$ cat src/rtl/ling_pkg.sv
// Shared constants and the stage-1 state record for the sparse-4 Ling pipelines.
package ling_pkg;

  localparam int LING_W       = 32;
  localparam int LING_GROUP   = 4;
  localparam int LING_NGROUPS = LING_W / LING_GROUP;

  // h2/pr2 hold one 4-span Ling term per group, taken at the group's top bit
  typedef struct packed {
    logic [LING_NGROUPS-1:0] h2;
    logic [LING_NGROUPS-1:0] pr2;
    logic [LING_W-1:0]       x;
    logic [LING_W-1:0]       g;
    logic [LING_W-1:0]       p;
    logic                    sa;
    logic                    sb;
  } s1_state_t;

endpackage

$ cat src/rtl/ling_sparse4_sum.sv
// Second-stage Ling logic: group carries from the 4-span terms, then 4-bit Ling sums.
module ling_sparse4_sum
  import ling_pkg::*;
(
  input  s1_state_t         s1,
  output logic [LING_W-1:0] diff,
  output logic              c32
);

  logic [LING_NGROUPS-1:0] h3;
  logic                    hprev;
  logic                    unused_signs;

  // Carry-in is already folded into bit 0, so nothing enters below group 0
  always_comb begin
    h3    = '0;
    hprev = 1'b0;
    for (int k = 0; k < LING_NGROUPS; k++) begin
      h3[k] = s1.h2[k] | (s1.pr2[k] & hprev);
      hprev = h3[k];
    end
  end

  genvar gi;
  generate
    for (gi = 0; gi < LING_NGROUPS; gi++) begin : g_grp
      localparam int B = gi * LING_GROUP;
      logic cin_grp;
      logic hb0, hb1, hb2;

      if (gi == 0) begin : g_lsb
        assign cin_grp = 1'b0;
        assign hb0     = s1.g[B];
      end else begin : g_mid
        assign cin_grp = h3[gi-1] & s1.p[B-1];
        assign hb0     = s1.g[B] | (s1.p[B-1] & h3[gi-1]);
      end

      assign hb1 = s1.g[B+1] | (s1.p[B]   & hb0);
      assign hb2 = s1.g[B+2] | (s1.p[B+1] & hb1);

      assign diff[B]   = s1.x[B]   ^ cin_grp;
      assign diff[B+1] = s1.x[B+1] ^ (hb0 & s1.p[B]);
      assign diff[B+2] = s1.x[B+2] ^ (hb1 & s1.p[B+1]);
      assign diff[B+3] = s1.x[B+3] ^ (hb2 & s1.p[B+2]);
    end
  endgenerate

  assign c32 = h3[LING_NGROUPS-1] & s1.p[LING_W-1];

  // Sign bits travel with the state for the flag logic in the enclosing pipeline
  assign unused_signs = s1.sa ^ s1.sb;

endmodule

$ cat src/rtl/l32_ling_sub_pipe.sv
// Two-stage 32-bit Ling subtractor (a - b - bin) with valid/ready on both sides and
// borrow/overflow/zero/signed-less-than flags.
module l32_ling_sub_pipe
  import ling_pkg::*;
#(
  parameter int WIDTH = 32,
  parameter int GROUP = 4
) (
  input  logic             clk,
  input  logic             rst,
  input  logic             in_valid,
  output logic             in_ready,
  input  logic [WIDTH-1:0] a,
  input  logic [WIDTH-1:0] b,
  input  logic             bin,
  output logic             out_valid,
  input  logic             out_ready,
  output logic [WIDTH-1:0] diff,
  output logic             bout,
  output logic             ovf,
  output logic             zero,
  output logic             lt_s
);

  if (WIDTH != LING_W || GROUP != LING_GROUP) begin : g_bad_param
    $error("l32_ling_sub_pipe supports only WIDTH=32, GROUP=4");
  end

  logic [LING_W-1:0]       bb, g_raw, x_raw, g_s1, p_s1, x_s1;
  logic                    cin;
  logic [LING_NGROUPS-1:0] h2_next, pr2_next;
  s1_state_t               s1_next, s1_state_reg;
  logic                    s1_valid_reg, out_valid_reg;
  logic [LING_W-1:0]       diff_reg, diff_next;
  logic                    bout_reg, ovf_reg, zero_reg, lt_s_reg;
  logic                    bout_next, ovf_next, zero_next, lt_s_next;
  logic                    c32;
  logic                    in_xfer, s2_load;

  assign bb    = ~b;
  assign cin   = ~bin;
  assign g_raw = a & bb;
  assign x_raw = a ^ bb;
  assign p_s1  = a | bb;
  // Bit 0 absorbs the carry-in: its Ling term becomes H0 = g0 | cin
  assign g_s1  = {g_raw[LING_W-1:1], g_raw[0] | cin};
  assign x_s1  = {x_raw[LING_W-1:1], x_raw[0] ^ cin};

  genvar gi;
  generate
    for (gi = 0; gi < LING_NGROUPS; gi++) begin : g_span
      localparam int B = gi * LING_GROUP;
      logic h1_hi, h1_lo, pr1_hi, pr1_lo;

      assign h1_hi  = g_s1[B+3] | (p_s1[B+2] & g_s1[B+2]);
      assign h1_lo  = g_s1[B+1] | (p_s1[B]   & g_s1[B]);
      assign pr1_hi = p_s1[B+2] & p_s1[B+1];

      if (gi == 0) begin : g_lsb
        assign pr1_lo = p_s1[B];
      end else begin : g_mid
        assign pr1_lo = p_s1[B] & p_s1[B-1];
      end

      assign h2_next[gi]  = h1_hi | (pr1_hi & h1_lo);
      assign pr2_next[gi] = pr1_hi & pr1_lo;
    end
  endgenerate

  assign s1_next = '{h2: h2_next, pr2: pr2_next, x: x_s1, g: g_s1, p: p_s1,
                     sa: a[LING_W-1], sb: b[LING_W-1]};

  ling_sparse4_sum u_sum (
    .s1   (s1_state_reg),
    .diff (diff_next),
    .c32  (c32)
  );

  assign bout_next = ~c32;
  assign ovf_next  = (s1_state_reg.sa ^ s1_state_reg.sb) & (diff_next[LING_W-1] ^ s1_state_reg.sa);
  assign zero_next = ~|diff_next;
  assign lt_s_next = diff_next[LING_W-1] ^ ovf_next;

  assign s2_load  = s1_valid_reg & (~out_valid_reg | out_ready);
  assign in_ready = ~rst & (~s1_valid_reg | s2_load);
  assign in_xfer  = in_valid & in_ready;

  always_ff @(posedge clk) begin
    if (rst) begin
      s1_state_reg  <= '0;
      s1_valid_reg  <= 1'b0;
      out_valid_reg <= 1'b0;
      diff_reg      <= '0;
      bout_reg      <= 1'b0;
      ovf_reg       <= 1'b0;
      zero_reg      <= 1'b0;
      lt_s_reg      <= 1'b0;
    end else begin
      if (in_xfer) begin
        s1_state_reg <= s1_next;
        s1_valid_reg <= 1'b1;
      end else if (s2_load) begin
        s1_valid_reg <= 1'b0;
      end

      if (s2_load) begin
        out_valid_reg <= 1'b1;
        diff_reg      <= diff_next;
        bout_reg      <= bout_next;
        ovf_reg       <= ovf_next;
        zero_reg      <= zero_next;
        lt_s_reg      <= lt_s_next;
      end else if (out_ready) begin
        out_valid_reg <= 1'b0;
      end
    end
  end

  assign out_valid = out_valid_reg;
  assign diff      = diff_reg;
  assign bout      = bout_reg;
  assign ovf       = ovf_reg;
  assign zero      = zero_reg;
  assign lt_s      = lt_s_reg;

endmodule

$ cat config.mk
export PLATFORM = sky130hd
export DESIGN_NAME = l32_ling_sub_pipe
export DESIGN_NICKNAME = d
export VERILOG_FILES = /design/src/rtl/ling_pkg.sv /design/src/rtl/ling_sparse4_sum.sv /design/src/rtl/l32_ling_sub_pipe.sv
export SDC_FILE = /design/constraint.sdc
export NUM_CORES = 1
export LEC_CHECK = 0
export CORE_MARGIN = 10
export CORE_UTILIZATION = 44
export CTS_BUF_LIST = sky130_fd_sc_hd__clkbuf_4
export DETAILED_ROUTE_END_ITERATION = 16
export PLACE_DENSITY_LB_ADDON = 0.2
export SKIP_LAST_GASP = 1
export SYNTH_ARGS = -nofsm -noshare
export SYNTH_HDL_FRONTEND = slang
export SYNTH_SLANG_ARGS = --single-unit
$ cat constraint.sdc
create_clock -name clk -period 2.35 [get_ports clk]
set_input_delay 0.3525 -clock clk [delete_from_list [all_inputs] [get_ports clk]]
set_output_delay 0.3525 -clock clk [all_outputs]
set_load 0.01 [all_outputs]
==> results of run 1 <==
-- worst register-to-register path: stages, from the launching register on --
cell and delay (ps):
dfxtp_2 390, a21oi_4 270, o211ai_2 180, a311oi_2 350
nand3_1 140, nor4_2 250, nand4_1 160, nor4_2 240
a31o_1 160
-- Yosys cell counts (11+ instances only) --
cell type / count
dfxtp_1: 143
nand2_1: 137
nor2_1: 89
inv_1: 76
ha_1: 71
a211oi_1: 57
nand3b_1: 51
clkbuf_1: 40
nor3_1: 29
a21oi_1: 27
o21ai_0: 21
xnor2_1: 18
nand3_1: 16
nor4_1: 11
-- report_power, final --
| part | leakage [nW] | switching [mW] | internal, mW |
|---|---|---|---|
| Clock | 0.165 | 0.883 | 0.852 |
| Combinational | 2.37 | 0.482 | 0.462 |
| Sequential | 1.18 | 0.138 | 2.59 |
| Total | 3.71 | 1.50 | 3.91 |
-- worst max-delay path by stage --
stage          slack (ps)                 to  cells past startpoint
3_5_place_dp         -100               zero                      9
4_1_cts                20               zero                      9
6_report              160           in_ready                      3
3_3_place_gp          -30               zero                      9
2_1_floorplan         330  s1_state_reg[110]                      8
5_1_grt               -80               zero                      8
-- repair_timing --
item,in CTS,in global routing
cloned,0,0
pin swaps,0,2
hold endpoints to repair,0,0
resized for setup,1,6
endpoints found under the setup margin,1,2
-- kinds of logic (layout without fill, tap and decap cells) --
logic type                 after synthesis  count (layout)  share of synthesized area, %
and+or+nand+nor                        362             362                          23.7
AOI/OAI and AO/OA                      150             150                          14.8
DFF                                    143             143                          39.4
buffers and inverters                  123             229                          6.35
adders and majority gates               72              72                          12.5
xor gates and xnor gates                24              24                          2.99
muxes                                    2               2                         0.275
other                                    0               1                             0
-- layout make-up --
cell class | count | area share [%]
multi-input combinational | 610 | 44.5
sequential | 143 | 32.1
timing repair buffer | 121 | 13.7
inverter | 76 | 3.19
tap | 216 | 3.03
clock inverter | 13 | 1.91
clock buffer | 19 | 1.60
antenna | 1 | 0.0280
-- metal layers --
layer | share of wire [%] | GRT usage (%) | vias to the layer above | routed length [um]
met5 | 0 | 0 | - | 0
met4 | 1.4 | 4.76 | 0 | 238
met3 | 5.1 | 4.67 | 17 | 879
met2 | 46 | 24.9 | 124 | 7870
met1 | 48 | 20.4 | 2735 | 8300
li1 | - | - | 3161 | -
-- metrics by stage --
| step | hold slack [ps] | power, mW | setup TNS (ps) | std cells | utilization [%] |
|---|---|---|---|---|---|
| finish | 256 | 5.41 | 0 | 1199 | 55.6 |
| global route | 237 | 5.69 | -77.6 | 1199 | 55.6 |
| CTS | 256 | 5.45 | 0 | 1198 | 55.5 |
| detailed placement | 449 | 3.73 | -103 | 1166 | 53.5 |
| global placement | 442 | 3.72 | -34.9 | 1166 | 53.5 |
| floorplan | 432 | 3.30 | 0 | 876 | - |
==> run metrics, run 1 <==
run status finished clean; synth warn 0; HPWL Detailed between 10 and 15 mm; CP max stage delay about 580 ps; Clock transition at path regs approximately 120 ps; Chip Height ~150 um; fill count 1533; crit path kind register to output pin; leading cell type in the layout, fill and taps excluded dfxtp_1; largest cells by area after synthesis dfxtp_1 39%, ha_1 12%, nand2_1 7.1%; Core Area roughly 16000 um2; share of cells above drive strength 1 approximately 6.5%; Synth cell types 56; cell area power density roughly 610 nW/um2; Setup Viol. Count Final 0; register area between 2000 and 3000 um2; TritonCTS clock tree built; cell taking the most area after synthesis dfxtp_1; sequential share of the synthesized area between 30% and 40%; drt total wl 17.3 mm; Hold Path Class input port to register; Post-CTS Hold Buffers 0; period utilisation layout about 93%; first-pass GRT wire length 28.6 mm; RSZ-0062 raised after global routing true; Multi-input gate area 3970 um2; clk_lat worst skew between 500 and 600 ps; WP buf/inv 1; worst vdd ir 0.000278 V; CP cell instances nor2b_1, a21oi_2, clkdlybuf4s50_1; f_max approximately 0.46 GHz; Worst Path Arrival approximately 1800 ps; CTS root buf clkbuf_4; top cell type's share of synthesized area approximately two fifths; first-pass iteration count of the detailed router 5; dpl ws -103 ps; number of CTS-inserted buffers 17; CP startpoint kind register; hold wc startpoint rst; GR Overflow Total 0; I/O Pins 107; Final Slew Violations 0; ANT nets after route 0; Area Overhead vs Synth 22.8%; ys flop type dfxtp_1; syn nets 1017; post-CTS setup buffers 0; final setup margin roughly 160 ps; max_slew headroom between 50% and 60%; worst clock skew around 20 ps; gpl congestion ~0.8; worst reg2reg endpoint zero; Slew @ Worst Pin about 600 ps; hold depth 5; reg2reg start s1_state_reg[106]; number of flops mapped to enable cells by yosys 0; MaxCap Viol Count 0; syn_area_per_cell just over 8 um2; worst reg-to-reg path cell count 8; Clock Tree Buf Depth 2; vias in the first global route 5845; CP top delay family buffers and inverters; Leak between 3 and 4 nW; Mapped Cells roughly 900; CTS Sinks approximately 140; Worst Hold Endpoint s1_state_reg[70]; Final Hold Viols 0; Cell Area, Placed about 8600 um2; Mapped Area 7270 um2; PortBufs 106; initial antenna violation count 1; die width approximately 150 um; Worst setup startpoint out_valid; via count 6037; routed len/inst 14.4 um; initial core utilization about 45%; CP Capture Type output pin; fin area 8930 um2; slowest CP cell clkdlybuf4s50_1; Async S/R FF share, synth 0%; largest net degree at the start of global routing between 100 and 150; routed vias/inst between 5 and 6; Total GRT Usage 15.8%; min Tclk post-route ~2200 ps; H-tree depth 4; Seq cells post-synth 143; area of the die approximately 22000 um2; DR DRC count 0; most frequent cells in the layout 142 x dfxtp_1, 136 x nand2_1, 105 x clkdlybuf4s50_1; max reg flops between 100 and 150; nets between 1000 and 1500; R2R Setup Slk about 160 ps; row count 46; worst-path maximum fanout 3; CP Data Required Time around 2000 ps; initial DRC count about 280
No activity file was read; power rests on OpenSTA's default activity.
==> run 2, diff against run 1 <==
--- a/config.mk
+++ b/config.mk
@@ -5,7 +5,6 @@
 export SDC_FILE = /design/constraint.sdc
 export NUM_CORES = 1
 export LEC_CHECK = 0
-export CORE_MARGIN = 10
 export CORE_UTILIZATION = 44
 export CTS_BUF_LIST = sky130_fd_sc_hd__clkbuf_4
 export DETAILED_ROUTE_END_ITERATION = 16
@@ -13,4 +12,5 @@
 export SKIP_LAST_GASP = 1
 export SYNTH_ARGS = -nofsm -noshare
 export SYNTH_HDL_FRONTEND = slang
+export SYNTH_HIERARCHICAL = 1
 export SYNTH_SLANG_ARGS = --single-unit
==> run 2 against run 1 <==
Against the previous run:
- global-route usage up 5.8 points
- register-to-register slack lost 150 ps
- fmax fell by 6.3%
- worst hold slack worse by 150 ps
- setup slack lost 150 ps
- cell area shrank 2.5%
- critical path type is now register to register
==> run metrics, run 2 <==
run status finished clean; Leak 3.59 nW (-3.4%); first-pass GRT wire length 27.8 mm (-3.1%); worst clock skew 15.9 ps (-4.35 ps); CP Capture Type register; syn_area_per_cell 7.87 um2 (-5.1%); PortBufs 106 (unchanged); first-pass iteration count of the detailed router 4 (-1); CP top delay family compound AO/OA/AOI/OAI gates; max reg flops 105 (unchanged); initial core utilization 45.7% (+0.40 points); nets 1135 (+2.3%); worst reg-to-reg path cell count 9 (+1); Core Area 15400 um2 (-3.9%); fill count 1494 (-2.5%); Clock transition at path regs 110 ps (about the same); die width 129 um (-13%); crit path kind register to register; WP buf/inv 1 (unchanged); row count 45 (-2.2%); worst reg2reg endpoint ovf; area of the die 16500 um2 (-25%); via count 6064 (+0.45%); largest net degree at the start of global routing 52 (-64%); routed vias/inst 4.95 (-1.7%); f_max 0.428 GHz (-6.3%); ANT nets after route 0 (unchanged); drt total wl 16.7 mm (-3.7%); CTS root buf clkbuf_4; Logic pwr share 17.9% (+0.5 points); syn nets 1029 (+1.2%); Final Power 5.05 mW (-6.6%); R2R Setup Slk 10 ps (-150 ps); most frequent cells in the layout 207 x nand2_1, 140 x dfxtp_1, 105 x clkdlybuf4s50_1; leading cell type in the layout, fill and taps excluded nand2_1; RSZ-0062 raised after global routing true; Clock power frac 28.8% (-3.3 points); HPWL Detailed 12.1 mm (-3.2%); Mapped Area 7050 um2 (-3.1%); Switch Pwr 1.42 mW (-5.7%); min Tclk post-route 2340 ps (+147 ps); Setup Viol. Count Final 0 (unchanged); switch share 28.0% (+0.27 points); register area 2870 um2 (+0.17%); reg2reg start s1_state_reg[106]; worst vdd ir 0.000300 V (+8.0%); vias in the first global route 5790 (-0.94%); Final Hold Viols 0 (unchanged); Chip Height 129 um (-13%); Final Slew Violations 0 (unchanged); Clock Tree Buf Depth 2 (unchanged); sequential power share 53.4% (+2.9 points); hold wc startpoint rst; clk_lat worst skew 560 ps (about the same); cell area power density 580 nW/um2 (-4.2%); CP max stage delay 510 ps (-70 ps); gpl congestion 0.763 (-4.4%); number of CTS-inserted buffers 17 (unchanged); I/O Pins 107 (unchanged); Mapped Cells 895 (+2.2%); synth warn 6 (+6); initial DRC count 305 (+11%); hold depth 2 (-3); H-tree depth 4 (unchanged); initial antenna violation count 1 (unchanged); period utilisation layout 99.4% (+6.3 points); Min Hold Slack 109 ps (-146 ps); slowest CP cell or4b_1; Worst Path Arrival 2750 ps (+910 ps); routed len/inst 13.6 um (-5.7%); Area Overhead vs Synth 23.6%; Hold Path Class input port to register; DR DRC count 0 (unchanged); Multi-input gate area 3690 um2 (-7.2%); CTS Sinks 143 (unchanged); Worst Hold Endpoint diff[28]; Int Power 3.64 mW (-6.9%); Total GRT Usage 21.6% (+5.8 points); WP depth 9 (+6); CP Data Required Time 2770 ps (+770 ps); CP cell instances a211o_1, a21oi_2, o31ai_4, or4b_1, nand4_1, buf_4, nor2_1, a211oi_1, nor3_1; max_slew headroom 62.9% (+4.0 points); share of cells above drive strength 1 6.91% (+0.39 points); Slew @ Worst Pin 556 ps (-59.7 ps); CP startpoint kind register; DP Cell Count 1192 (+2.2%); TritonCTS clock tree built; MaxCap Viol Count 0 (unchanged); worst-path maximum fanout 5 (+2); GR Overflow Total 0 (unchanged); Post-Layout Cell Count 1225 (+2.2%)
-- run 2: layout make-up --
class                           count  area share [%]
Clock inverter                     12            1.16
Tap cell                          211            3.03
Multi-Input combinational cell    624            42.3
Timing Repair Buffer              137            15.5
Inverter                           78            3.36
Sequential cell                   143            32.9
Clock buffer                       19            1.64
Antenna cell                        1          0.0287
-- run 2: worst max path at each step --
| stage | startpoint | to | slack (ps) |
|---|---|---|---|
| after detailed placement | s1_state_reg[110] | zero | -240 |
| after global routing | s1_state_reg[100] | zero | -180 |
| final | s1_state_reg[106] | ovf | 10 |
| after CTS | s1_state_reg[110] | zero | -20 |
| after floorplan | s1_state_reg[106] | zero | 20 |
| after global placement | s1_state_reg[110] | zero | -200 |
-- run 2: routing by layer --
metal  up-vias  GRT usage [%]  part of all wire [%]
met4         0           8.10                   1.9
met2       125           36.4                    48
met3        23           3.95                   4.1
met5         -              0                     0
li1       3181              -                     -
met1      2735           27.4                    46
-- run 2: per-stage QoR --
stage,setup TNS (ps),setup slack (ps),instance area (um2),util (%)
after floorplan,0,18.5,7050,-
after global placement,-195,-195,8420,54.6
after detailed placement,-235,-235,8420,54.6
after CTS,-15.1,-15.1,8700,56.4
after global routing,-300,-177,8710,56.5
final,0,13.4,8710,56.5
-- run 2: power groups by stage --
stage	Combinational (mW)	Clock (mW)	Sequential (mW)
after floorplan	0.507	0	2.74
after global placement	0.884	0	2.75
after detailed placement	0.895	0	2.75
after CTS	0.909	1.50	2.70
after global routing	1.02	1.58	2.72
final	0.902	1.45	2.70
-- run 2: worst reg2reg max path: cells and delay by family (launching register included) --
family                 cells  cell delay [ps]
buffers and inverters      1              150
flip-flops                 1              380
AO/OA/AOI/OAI              4              900
AND/OR/NAND/NOR            4              780
-- run 2: what timing repair did --
action                     in CTS  in global routing
hold buffers                    0                  0
setup buffers                   1                  0
resized for setup              12                  1
pin swaps                       5                  0
setup endpoints to repair       1                  3
